<file path="src/rtl/mips_fetch_pkg.sv">
// Shared types and constants for the instruction fetch sequencer.
// XLEN must match the DATA_WIDTH parameter of fetch_sequencer.
package mips_fetch_pkg;

  localparam int XLEN = 32;

  typedef enum logic [1:0] {
    IDLE  = 2'd0,
    RUN   = 2'd1,
    FAULT = 2'd2
  } fetch_state_e;

  typedef struct packed {
    logic [XLEN-1:0] pc;
    logic [XLEN-1:0] instr;
  } fetch_entry_t;

  localparam logic [XLEN-1:0] PC_STEP   = 32'd4;
  localparam logic [XLEN-1:0] INSTR_NOP = {XLEN{1'b0}};

endpackage

</file>
<file path="src/rtl/fetch_queue.sv">
// Two-entry FIFO of {pc, instr}. A pop in the same cycle as a flush is
// honoured first; the flush then empties the queue and suppresses any push.
module fetch_queue
  import mips_fetch_pkg::*;
(
  input  logic         clk,
  input  logic         rst_n,
  input  logic         push,
  input  logic         pop,
  input  logic         flush,
  input  fetch_entry_t push_entry,
  output logic [1:0]   count,
  output fetch_entry_t head
);

  fetch_entry_t entry0_q, entry0_d;
  fetch_entry_t entry1_q, entry1_d;
  logic [1:0]   count_q, count_d;
  logic         pop_s;
  logic [1:0]   after_pop_s;

  // next-state for the two slots and the occupancy count
  always_comb begin
    entry0_d    = entry0_q;
    entry1_d    = entry1_q;
    count_d     = count_q;
    pop_s       = pop && (count_q != 2'd0);
    after_pop_s = count_q - {1'b0, pop_s};
    if (flush) begin
      count_d = 2'd0;
    end else begin
      if (pop_s) begin
        entry0_d = entry1_q;
      end else begin
        entry0_d = entry0_q;
      end
      if (push && (after_pop_s < 2'd2)) begin
        if (after_pop_s == 2'd0) begin
          entry0_d = push_entry;
        end else begin
          entry1_d = push_entry;
        end
        count_d = after_pop_s + 2'd1;
      end else begin
        count_d = after_pop_s;
      end
    end
  end

  // queue storage register
  always_ff @(posedge clk or negedge rst_n) begin
    if (!rst_n) begin
      entry0_q <= '{pc: {XLEN{1'b0}}, instr: INSTR_NOP};
      entry1_q <= '{pc: {XLEN{1'b0}}, instr: INSTR_NOP};
      count_q  <= 2'd0;
    end else begin
      entry0_q <= entry0_d;
      entry1_q <= entry1_d;
      count_q  <= count_d;
    end
  end

  assign count = count_q;
  assign head  = entry0_q;

endmodule

</file>
<file path="src/rtl/fetch_sequencer_checker.sv">
// Invariants of the fetch sequencer outputs and queue occupancy.
module fetch_sequencer_checker #(
  parameter int DATA_WIDTH  = 32,
  parameter int QUEUE_DEPTH = 2
) (
  input logic                  clk,
  input logic                  rst_n,
  input logic                  valid,
  input logic [DATA_WIDTH-1:0] instr,
  input logic [DATA_WIDTH-1:0] imem_addr,
  input logic [1:0]            count
);

  a_nop_when_invalid: assert property (@(posedge clk) disable iff (!rst_n)
    !valid |-> (instr == {DATA_WIDTH{1'b0}}));

  a_count_bound: assert property (@(posedge clk) disable iff (!rst_n)
    (32'(count) <= 32'(QUEUE_DEPTH)));

  a_addr_aligned: assert property (@(posedge clk) disable iff (!rst_n)
    (imem_addr[1:0] == 2'b00));

endmodule

</file>
<file path="src/rtl/fetch_sequencer.sv">
// PC sequencer for the instruction ROM: fetches one word per cycle into a
// 2-entry queue and hands instructions to decode over valid/ready.
module fetch_sequencer
  import mips_fetch_pkg::*;
#(
  parameter int                    DATA_WIDTH   = 32,
  parameter int                    MEMORY_DEPTH = 32,
  parameter logic [DATA_WIDTH-1:0] RESET_PC     = {DATA_WIDTH{1'b0}},
  parameter int                    QUEUE_DEPTH  = 2
) (
  input  logic                  i_clk,
  input  logic                  i_rst_n,
  input  logic                  i_enable,
  input  logic                  i_redirect_valid,
  input  logic [DATA_WIDTH-1:0] i_redirect_pc,
  output logic [DATA_WIDTH-1:0] o_imem_addr,
  input  logic [DATA_WIDTH-1:0] i_imem_instr,
  output logic                  o_valid,
  input  logic                  i_ready,
  output logic [DATA_WIDTH-1:0] o_instr,
  output logic [DATA_WIDTH-1:0] o_pc,
  output logic                  o_fault
);

  localparam logic [DATA_WIDTH-1:0] PC_LIMIT = DATA_WIDTH'(MEMORY_DEPTH * 4);

  function automatic logic pc_in_range(input logic [DATA_WIDTH-1:0] pc);
    return pc < PC_LIMIT;
  endfunction

  function automatic logic pc_aligned(input logic [DATA_WIDTH-1:0] pc);
    return pc[1:0] == 2'b00;
  endfunction

  fetch_state_e          state_q, state_d;
  logic [DATA_WIDTH-1:0] pc_q, pc_d;
  logic [1:0]            q_count_s;
  fetch_entry_t          head_s;
  fetch_entry_t          push_entry_s;
  logic                  deq_s, has_slot_s, fetch_s, range_fault_s;
  logic                  redirect_ok_s, redirect_bad_s;

  // handshake, redirect classification and fetch decision
  always_comb begin
    deq_s          = (q_count_s != 2'd0) && i_ready;
    redirect_ok_s  = i_redirect_valid && pc_aligned(i_redirect_pc) && pc_in_range(i_redirect_pc);
    redirect_bad_s = i_redirect_valid && !redirect_ok_s;
    has_slot_s     = (q_count_s < 2'd2) || deq_s;
    fetch_s        = (state_q == RUN) && !i_redirect_valid && pc_in_range(pc_q) && has_slot_s;
    range_fault_s  = (state_q == RUN) && !i_redirect_valid && !pc_in_range(pc_q) && has_slot_s;
    push_entry_s   = '{pc: pc_q, instr: i_imem_instr};
  end

  // FSM next state and PC update; a bad redirect target leaves the PC alone
  always_comb begin
    state_d = state_q;
    pc_d    = pc_q;
    if (redirect_bad_s) begin
      state_d = FAULT;
    end else if (redirect_ok_s && (state_q == FAULT)) begin
      state_d = i_enable ? RUN : IDLE;
    end else begin
      case (state_q)
        IDLE:    state_d = i_enable ? RUN : IDLE;
        RUN: begin
          if (range_fault_s) begin
            state_d = FAULT;
          end else begin
            state_d = i_enable ? RUN : IDLE;
          end
        end
        FAULT:   state_d = FAULT;
        default: state_d = IDLE;
      endcase
    end
    if (redirect_ok_s) begin
      pc_d = i_redirect_pc;
    end else if (fetch_s) begin
      pc_d = pc_q + DATA_WIDTH'(PC_STEP);
    end else begin
      pc_d = pc_q;
    end
  end

  // state and PC registers
  always_ff @(posedge i_clk or negedge i_rst_n) begin
    if (!i_rst_n) begin
      state_q <= IDLE;
      pc_q    <= RESET_PC;
    end else begin
      state_q <= state_d;
      pc_q    <= pc_d;
    end
  end

  fetch_queue u_queue (
    .clk        (i_clk),
    .rst_n      (i_rst_n),
    .push       (fetch_s),
    .pop        (deq_s),
    .flush      (i_redirect_valid),
    .push_entry (push_entry_s),
    .count      (q_count_s),
    .head       (head_s)
  );

  assign o_imem_addr = pc_q;
  assign o_valid     = (q_count_s != 2'd0);
  assign o_instr     = o_valid ? head_s.instr : INSTR_NOP;
  assign o_pc        = o_valid ? head_s.pc : {DATA_WIDTH{1'b0}};
  assign o_fault     = (state_q == FAULT);

  fetch_sequencer_checker #(
    .DATA_WIDTH  (DATA_WIDTH),
    .QUEUE_DEPTH (QUEUE_DEPTH)
  ) u_checker (
    .clk       (i_clk),
    .rst_n     (i_rst_n),
    .valid     (o_valid),
    .instr     (o_instr),
    .imem_addr (o_imem_addr),
    .count     (q_count_s)
  );

endmodule

</file>
<file path="config.mk">
export PLATFORM = sky130hd
export DESIGN_NAME = fetch_sequencer
export DESIGN_NICKNAME = d
export VERILOG_FILES = /design/src/rtl/mips_fetch_pkg.sv /design/src/rtl/fetch_queue.sv /design/src/rtl/fetch_sequencer_checker.sv /design/src/rtl/fetch_sequencer.sv
export SDC_FILE = /design/constraint.sdc
export NUM_CORES = 1
export LEC_CHECK = 0
export CAP_MARGIN = 20
export CORE_ASPECT_RATIO = 1.75
export CORE_UTILIZATION = 35
export DETAILED_ROUTE_END_ITERATION = 16
export HOLD_SLACK_MARGIN = 0.02
export PLACE_DENSITY = 0.64
export SLEW_MARGIN = 20
export SYNTH_ARGS = -nofsm -noshare
export SYNTH_HDL_FRONTEND = slang
export SYNTH_HIERARCHICAL = 1
export SYNTH_SLANG_ARGS = --single-unit
</file>
<file path="constraint.sdc">
create_clock -name i_clk -period 2.65 [get_ports i_clk]
set_clock_uncertainty 0.15 [all_clocks]
set_input_delay 0.53 -clock i_clk [delete_from_list [all_inputs] [get_ports i_clk]]
set_output_delay 0.53 -clock i_clk [all_outputs]
set_load 0.1 [all_outputs]
</file>
# Word level (Yosys, flattened, before mapping)
# Index checks and enable logic that the tools add are counted.
[word_totals] reg_bits=164 in_bits=69 output_inout_bits=98 word_cells=54
[op_classes] n_addsub=3 order_cmp=4 eq_ne=2 n_mux=14 bitwise=2 n_reduce_logical=22
[ops] cell="$mux W64" n=3
[ops] cell="$mux W32" n=4
[ops] cell="$lt A32 B8 Y1 const B" n=2
[ops] cell="$add A32 B3 Y32 const B" n=1
[ops] cell="$logic_and A1 B1 Y1" n=12
[ops] cell="$mux W2" n=5
[ops] cell="$logic_not A2 Y1" n=3
[ops] cell="$pmux W2 S3" n=1
[ops] cell="$lt A2 B2 Y1 const B" n=2
[ops] cell="$reduce_bool A2 Y1" n=2
[ops] cell="$logic_not A1 Y1" n=3
[ops] cell="$reduce_and A3 Y1" n=1
[ops] cell="$add A2 B1 Y2 const B" n=1
[ops] cell="$eq A2 B1 Y1 const B" n=1
[ops] cell="$eq A2 B2 Y1 const B" n=1
[ops] cell="$not A1 Y1" n=2
[ops] cell="$sub A2 B1 Y2" n=1
[ops] cell="$logic_or A1 B1 Y1" n=1
[ops] cell="$mux W1" n=1

# Logic depth before layout (Yosys ltp)
# Gate-level depths: netlist of run 1.
[depth] ltp_word=8 ltp_mapped=12 mapped_depth_nobuf=9

# Hierarchy
# Netlist of run 1, hierarchy kept.
[by_module_without_submodules] mod="fetch_queue" instances=1 cells_per_inst=509 area_each_um2=5913.2 seq_area_each_um2=3253.1
[by_module_without_submodules] mod="fetch_sequencer" instances=1 cells_per_inst=197 area_each_um2=1845.5 seq_area_each_um2=850.8

# Worst setup path before layout of run 1
# No wires, ideal clock.
[synth_timing] path_type="register to output" startpoint="register u_queue.count_q[1] (netlist: u_queue/count[1])" endpoint="output o_pc[22]" arrival_ps=2394 slack_ps=-424 path_stages_with_launch=4 n_path_buf=1 path_cell_list="dfrtp_1 or2_2 clkbuf_1 and2_1"
[synth_between] elab_chain_len=2
[synth_lines] item="from (decl)" line_no="fetch_queue.sv:18" rtl="logic [1:0] count_q, count_d;"
[synth_lines] item="from (signal assigned)" line_no="fetch_queue.sv:59" rtl="count_q <= count_d;"
[synth_lines] item="$reduce_bool A2 Y1" line_no="fetch_sequencer.sv:108" rtl="assign o_valid = (q_count_s != 2'd0);"
[synth_lines] item="via o_valid" line_no="fetch_sequencer.sv:18" rtl="output logic o_valid,"
[synth_lines] item="$mux W32" line_no="fetch_sequencer.sv:110" rtl="assign o_pc = o_valid ? head_s.pc : {DATA_WIDTH{1'b0}};"
[synth_lines] item="to (decl)" line_no="fetch_sequencer.sv:21" rtl="output logic [DATA_WIDTH-1:0] o_pc,"
# The timed path passes the listed nets, and every way through them passes these cells.

# Worst setup path in the final report of run 1
[layout_timing] startpoint="register pc_q[30] (netlist: o_imem_addr[30])" endpoint="register u_queue.entry0_q, in the netlist u_queue/head[6]"
[layout_between] elab_chain_len=5
[layout_lines] item="from (decl)" line_no="fetch_sequencer.sv:36" rtl="logic [DATA_WIDTH-1:0] pc_q, pc_d;"
[layout_lines] item="from (signal assigned)" line_no="fetch_sequencer.sv:92" rtl="pc_q <= pc_d;"
[layout_lines] item="$lt A32 B8 Y1" line_no="fetch_sequencer.sv:28" rtl="return pc < PC_LIMIT;"
[layout_lines] item="$logic_and A1 B1 Y1 (2 in a row)" line_no="fetch_sequencer.sv:49" rtl="fetch_s = (state_q == RUN) && !i_redirect_valid && pc_in_range(pc_q) && has_slot_s;"
[layout_lines] item="via fetch_s" line_no="fetch_sequencer.sv:40" rtl="logic deq_s, has_slot_s, fetch_s, range_fault_s;"
[layout_lines] item="$logic_and A1 B1 Y1" line_no="fetch_queue.sv:37" rtl="if (push && (after_pop_s < 2'd2)) begin"
[layout_lines] item="$mux W64" line_no="fetch_queue.sv:37"
[layout_lines] item="to (signal assigned)" line_no="fetch_queue.sv:53" rtl="entry0_q <= '{pc: {XLEN{1'b0}}, instr: INSTR_NOP};"
[layout_lines] item="to (signal assigned)" line_no="fetch_queue.sv:57" rtl="entry0_q <= entry0_d;"
[layout_lines] item="to (decl)" line_no="fetch_queue.sv:16" rtl="fetch_entry_t entry0_q, entry0_d;"
# The timed path passes the listed nets, and every way through them passes these cells.
# A chain may end at the register's enable or synchronous reset.

==> flow_summary.ini, run 1 <==
[clocking]
cts_tree = done
clk_pin_slew_ps = 70
cts_made_buffers = 17
clk_path_buf_depth = 2
htreeDepth = 4
clock-root-buffer = clkbuf_16
clkSinkCount = 164
insertion_delay_ps = 440

[place]
placed_area_um2 = 10600
hpwlAfterDp_um = 13400
placedCellCount = 1149
place_congestion = 0.773
io_buffers = 166

[critical_path]
reg2reg_depth = 10
crit_fanout = 23
startpoint_type = flip-flop
slowest_delay_ps = 430
worstSetupPathType = reg -> reg
worstPathRequired_ps = 2800
endpoint_kind = flip-flop
crit_cells = 10
cp_cell_sequence = nor4_4 > buf_4 > nand4_1 > nor3_4 > buf_6 > nand3b_1 > a21o_4 > buf_12 > nand2_1 > o311ai_2
cp_data_arrival_time_ps = 2760
slowest_stage = dfrtp_2
cp_top_family = simple AND/OR/NAND/NOR gates
critPathBufInv = 3

[floorplanning]
io-pin-count = 167
die_w_um = 115
die-area_um2 = 22800
placementRows = 71
start_util_pct = 35.9
core-area_um2 = 21600
fp.dieH_um = 199

[timing]
fin_setup_tns_ps = 0
report.final.hold_viol_count = 0
fmax_mhz = 382
rsz0062_at_grt = yes
fin_crit_sh_pct = 98.8
worst_pin_slew_ps = 595
period_minus_slack_ps = 2620
setup_viol = 0
slew_violations = 0
slew_headroom_pct = 60.3

[yosys]
yosysSeqAreaShare_pct = 52.9
synth_cell_types = 43
synthSimpleGateAreaFrac_pct = 18.6
netlist.area_leader.share_pct = 52.9
synth_top_area_cell = dfrtp_1
synth_compound_area_share_pct = 8.89
synth_top_family_by_area = simple AND/OR/NAND/NOR gates
yosys_warnings = 6
synth_ff_type = dfrtp_1
synthArstFlopShare_pct = 100
synth_edf_count = 0
avgSynthCellArea_um2 = 11.0
yosys-top-cells-area = dfrtp_1 (53%), mux2_4 (12%), o311ai_1 (6.8%)
synthMuxAreaShare_pct = 12.2
ys_seq_elements = 164
synth_fa_ha_area_share_pct = 0.323
synth.cell_area_um2 = 7760
synth_xor_area_share_pct = 0.226
synth_fp_nets = 777
synthCells = 706

[final_layout]
drive_above_1_share_pct = 35.5
synthToLayoutAreaGrowth_pct = 48.7
multi_input_area_um2 = 3410
final_cell_mix = dfrtp_1 (141), buf_12 (76), and2_1 (75)
postLayoutCellArea_um2 = 11500
utilization_pct = 53.5
final_common_cell = dfrtp_1
antennaDiodeCount = 0
fin_cells = 1189
final_nets = 955
num-fill-cells = 1859
regArea_um2 = 4130

[power]
swShare_pct = 24.7
power_frac_clock_pct = 45.2
ir_worst_vdd_v = 0.000341
p_leak_nw = 5.32
cellPowerDensity_nw_per_um2 = 454
pwr-share-comb_pct = 5.6
internal-power_mw = 3.94
p_seq_share_pct = 49.2
finalPower_mw = 5.24
p_switching_mw = 1.29

[global_routing]
grt_max_degree = 66
overflow = 0
grt_pass1_vias = 6156
grt_pass1_wl_um = 32700
antenna_found_initial = 0
track_usage_pct = 18.8

[drt]
wl_per_cell_um = 18.0
via_count = 6024
met1_length_um = 8460
viasPerCell = 5.07
antenna_left = 0
wl_met3_um = 709
wirelength_um = 21400
wl_met2_um = 11600
first_pass_iters = 7
drt_iter0_markers = 344
top_layer = met4
drc = 0

[hold_path]
hp-class = reg -> reg
holdPathStages = 2

[status]
status = completed

[job]
max_cap_violations = 0
[sequential cells by signal, indices dropped and copies added, names as in the netlist]
signal / count
u_queue/entry1_q: 64
u_queue/head: 64
o_imem_addr: 32
state_q: 2
u_queue/count: 2
[layer usage]
| layer | vias to the layer above | global-route usage [%] |
|---|---|---|
| li1 | 2784 | - |
| met3 | 40 | 3.38 |
| met1 | 3045 | 21.9 |
| met5 | - | 0 |
| met2 | 155 | 33.5 |
| met4 | 0 | 8.08 |
[metrics by stage]
step	worst slack, ps	hold slack [ps]
after floorplan	-26.0	84.4
after global placement	-335	308
after detailed placement	-361	316
after CTS	22.2	331
after global routing	-134	359
final	33.0	325
[final timing paths]
check | from | to | slack, ps
worst min register to register | u_queue/head[2] | u_queue/head[2] | 330
min in group asynchronous | i_rst_n | u_queue/entry1_q[38] | 430
max in group asynchronous | i_rst_n | o_imem_addr[20] | 1240
worst min-delay path | u_queue/head[2] | u_queue/head[2] | 330
worst max-delay path | o_imem_addr[30] | u_queue/head[6] | 30
worst max register to register | o_imem_addr[30] | u_queue/head[6] | 30
[Yosys cell counts, types with 2 or more instances]
cell,count
nand2_1,71
nor4_1,13
a21oi_1,3
nor2b_1,17
a21o_1,2
clkbuf_1,23
dfrtp_1,164
ha_1,2
nand3_1,69
buf_4,2
nor2_1,11
buf_1,4
nor2_2,3
mux2_4,60
o21ai_0,6
mux2_2,4
o311ai_1,60
and2_1,76
buf_2,14
inv_1,68
buf_6,8
o311ai_0,4
nand4_1,2
[power groups by stage]
stage	combinational (mW)	clock, mW	sequential [mW]
global route	0.323	2.51	2.58
global placement	0.273	0	2.62
floorplan	0.0716	0	2.63
finish	0.294	2.36	2.58
detailed placement	0.279	0	2.62
CTS	0.281	2.41	2.58
[tightest hold or removal path, cell delays in order, from the launching register on]
cell and delay (ps):
dfrtp_1 340, nand2_1 50, o311ai_1 60
[repair_timing]
action,CTS,global route
endpoints found under the hold margin,37,0
gates cloned,0,4
resized for setup,1,53
buffers inserted,0,3
hold buffers,1,0
endpoints found under the setup margin,1,128
pin swaps,0,2
[final cells by class]
class / instances / area share (%)
Clock buffer: 18 / 3.81
Clock inverter: 14 / 1.02
Inverter: 68 / 2.21
Multi-Input combinational cell: 423 / 29.5
Sequential cell: 164 / 35.8
Tap cell: 292 / 3.17
Timing Repair Buffer: 210 / 24.5
[cell families (layout without fill, tap and decap cells)]
| group | Yosys count | count (layout) |
|---|---|---|
| flip-flops | 164 | 164 |
| buffers and inverters | 119 | 310 |
| XOR/XNOR | 2 | 2 |
| AO/OA/AOI/OAI | 83 | 83 |
| adder cells (fa/ha/maj) | 2 | 2 |
| multiplexers | 64 | 64 |
| AND/OR/NAND/NOR | 272 | 272 |
(Power assumes the default switching activity.)
==> inputs of run 2 (changes only) <==
--- a/config.mk
+++ b/config.mk
@@ -10,7 +10,7 @@
 export CORE_UTILIZATION = 35
 export DETAILED_ROUTE_END_ITERATION = 16
 export HOLD_SLACK_MARGIN = 0.02
-export PLACE_DENSITY = 0.64
+export PLACE_DENSITY = 0.7
 export SLEW_MARGIN = 20
 export SYNTH_ARGS = -nofsm -noshare
 export SYNTH_HDL_FRONTEND = slang
==> run 2 against run 1 <==
  * Non-clock buffer count fell by 5
  * First-iteration DRC count down 1.7%
  * Die area did not move
  * Routed wire length down 3.2%
==> flow_summary.ini, run 2 (synthesis results as in run 1) <==
[floorplanning]
core-area_um2 = 21600
fp.dieH_um = 199
start_util_pct = 35.9
die_w_um = 115
placementRows = 71
die-area_um2 = 22800
io-pin-count = 167

[global_routing]
grt_pass1_vias = 6251
track_usage_pct = 19.2
grt_max_degree = 66
overflow = 0
antenna_found_initial = 1
grt_pass1_wl_um = 33200

[drt]
wirelength_um = 20700
viasPerCell = 5.09
first_pass_iters = 4
antenna_left = 0
via_count = 6032
wl_per_cell_um = 17.5
drt_iter0_markers = 338
drc = 0

[final_layout]
synthToLayoutAreaGrowth_pct = 44.3
final_nets = 950
final_cell_mix = dfrtp_1 (141), buf_12 (81), and2_1 (75)
postLayoutCellArea_um2 = 11200
drive_above_1_share_pct = 30.7
fin_cells = 1185
final_common_cell = dfrtp_1

[timing]
slew_violations = 0
slew_headroom_pct = 64.2
report.final.hold_viol_count = 0
fmax_mhz = 388
worst_pin_slew_ps = 537
period_minus_slack_ps = 2580
setup_viol = 0
fin_crit_sh_pct = 97.4
setup_ws_ps = 69.7
holdWs_ps = 324
fin_setup_tns_ps = 0

[place]
placedCellCount = 1150
place_congestion = 0.775
dpl_worst_slack_ps = -317
hpwlAfterDp_um = 14200
io_buffers = 166
placed_area_um2 = 10600

[critical_path]
endpoint_kind = flip-flop
worstPathRequired_ps = 2810
crit_fanout = 18
cp_top_family = simple AND/OR/NAND/NOR gates
startpoint_type = flip-flop
slowest_delay_ps = 400
slowest_stage = dfrtp_1
critPathBufInv = 1
cp_data_arrival_time_ps = 2750
cp_cell_sequence = or2_2 > and2_1 > and3b_1 > a21oi_2 > ha_2 > nor2_1 > nand2_4 > buf_12 > mux2_2
worstSetupPathType = reg -> reg

[clocking]
clkSinkCount = 164
clk_pin_slew_ps = 60
insertion_delay_ps = 430
cts_tree = done
clk_path_buf_depth = 2
cts_made_buffers = 17
clock-root-buffer = clkbuf_16
htreeDepth = 4

[job]
max_cap_violations = 0

[power]
p_seq_share_pct = 49.8
cellPowerDensity_nw_per_um2 = 463
ir_worst_vdd_v = 0.000395
internal-power_mw = 3.92
power_frac_clock_pct = 44.9
pwr-share-comb_pct = 5.4
swShare_pct = 24.4
p_leak_nw = 5.22
p_switching_mw = 1.26

[status]
status = completed

[hold_path]
hp-class = reg -> reg
## run 2: cell types whose count changed in the layout (fill, tap and decap cells not counted), sizes merged
| cell | before | now |
|---|---|---|
| clkinvlp | 3 | 2 |
| diode | 0 | 1 |
| clkinv | 4 | 6 |
| inv | 75 | 74 |
| clkbuf | 22 | 18 |
| buf | 139 | 138 |
## run 2: what timing repair did
item                       CTS  global route
buffers inserted             0             1
hold endpoints to repair    46             0
gates cloned                 0             0
hold buffers                 1             0
setup endpoints to repair   64            18
resized for setup            1             6
## run 2: through the flow
step	total power, mW	util, %
2_1_floorplan	2.70	-
3_3_place_gp	2.90	49.1
3_5_place_dp	2.91	49.1
4_1_cts	5.24	51.7
5_1_grt	5.38	51.9
6_report	5.18	51.9
## run 2: final timing paths
kind / from / to / slack, ps / depth (start not counted)
worst max-delay path: u_queue/count[0] / u_queue/entry1_q[1] / 70 / 9
worst min-delay path: u_queue/head[21] / u_queue/head[21] / 320 / 2
worst max register to register: u_queue/count[0] / u_queue/entry1_q[1] / 70 / 9
worst min register to register: u_queue/head[21] / u_queue/head[21] / 320 / 2
max in group asynchronous: i_rst_n / o_imem_addr[12] / 1220 / 3
min in group asynchronous: i_rst_n / u_queue/entry1_q[38] / 460 / 2
## run 2: power by group through the flow
| stage | logic [mW] | clock network, mW | registers (mW) |
|---|---|---|---|
| after floorplan | 0.0716 | 0 | 2.63 |
| after global placement | 0.273 | 0 | 2.62 |
| after detailed placement | 0.281 | 0 | 2.63 |
| after CTS | 0.284 | 2.38 | 2.58 |
| after global routing | 0.308 | 2.49 | 2.58 |
| final | 0.278 | 2.33 | 2.58 |
## run 2: cell type report
type	instances	area [um2]
diodes	1	2.50
clock buffers	18	429
clock inverters	14	123
fillers	1894	10400
inverters	68	255
multi-input cells	423	3160
flip-flops and latches	164	4130
well taps	292	365
repair buffers	205	2730
## run 2: per-layer routing
layer	GRT usage [%]	vias up	wire, um
li1	-	2786	-
met1	21.4	3064	8080
met2	34.4	138	11200
met3	3.14	44	528
met4	10.6	0	888
met5	0	-	0
## run 2: worst min-delay path, delay by kind of cell, from the launching register on
| kind | cells | cell delay, ps |
|---|---|---|
| simple gates | 1 | 50 |
| flops | 1 | 340 |
| compound gates | 1 | 60 |
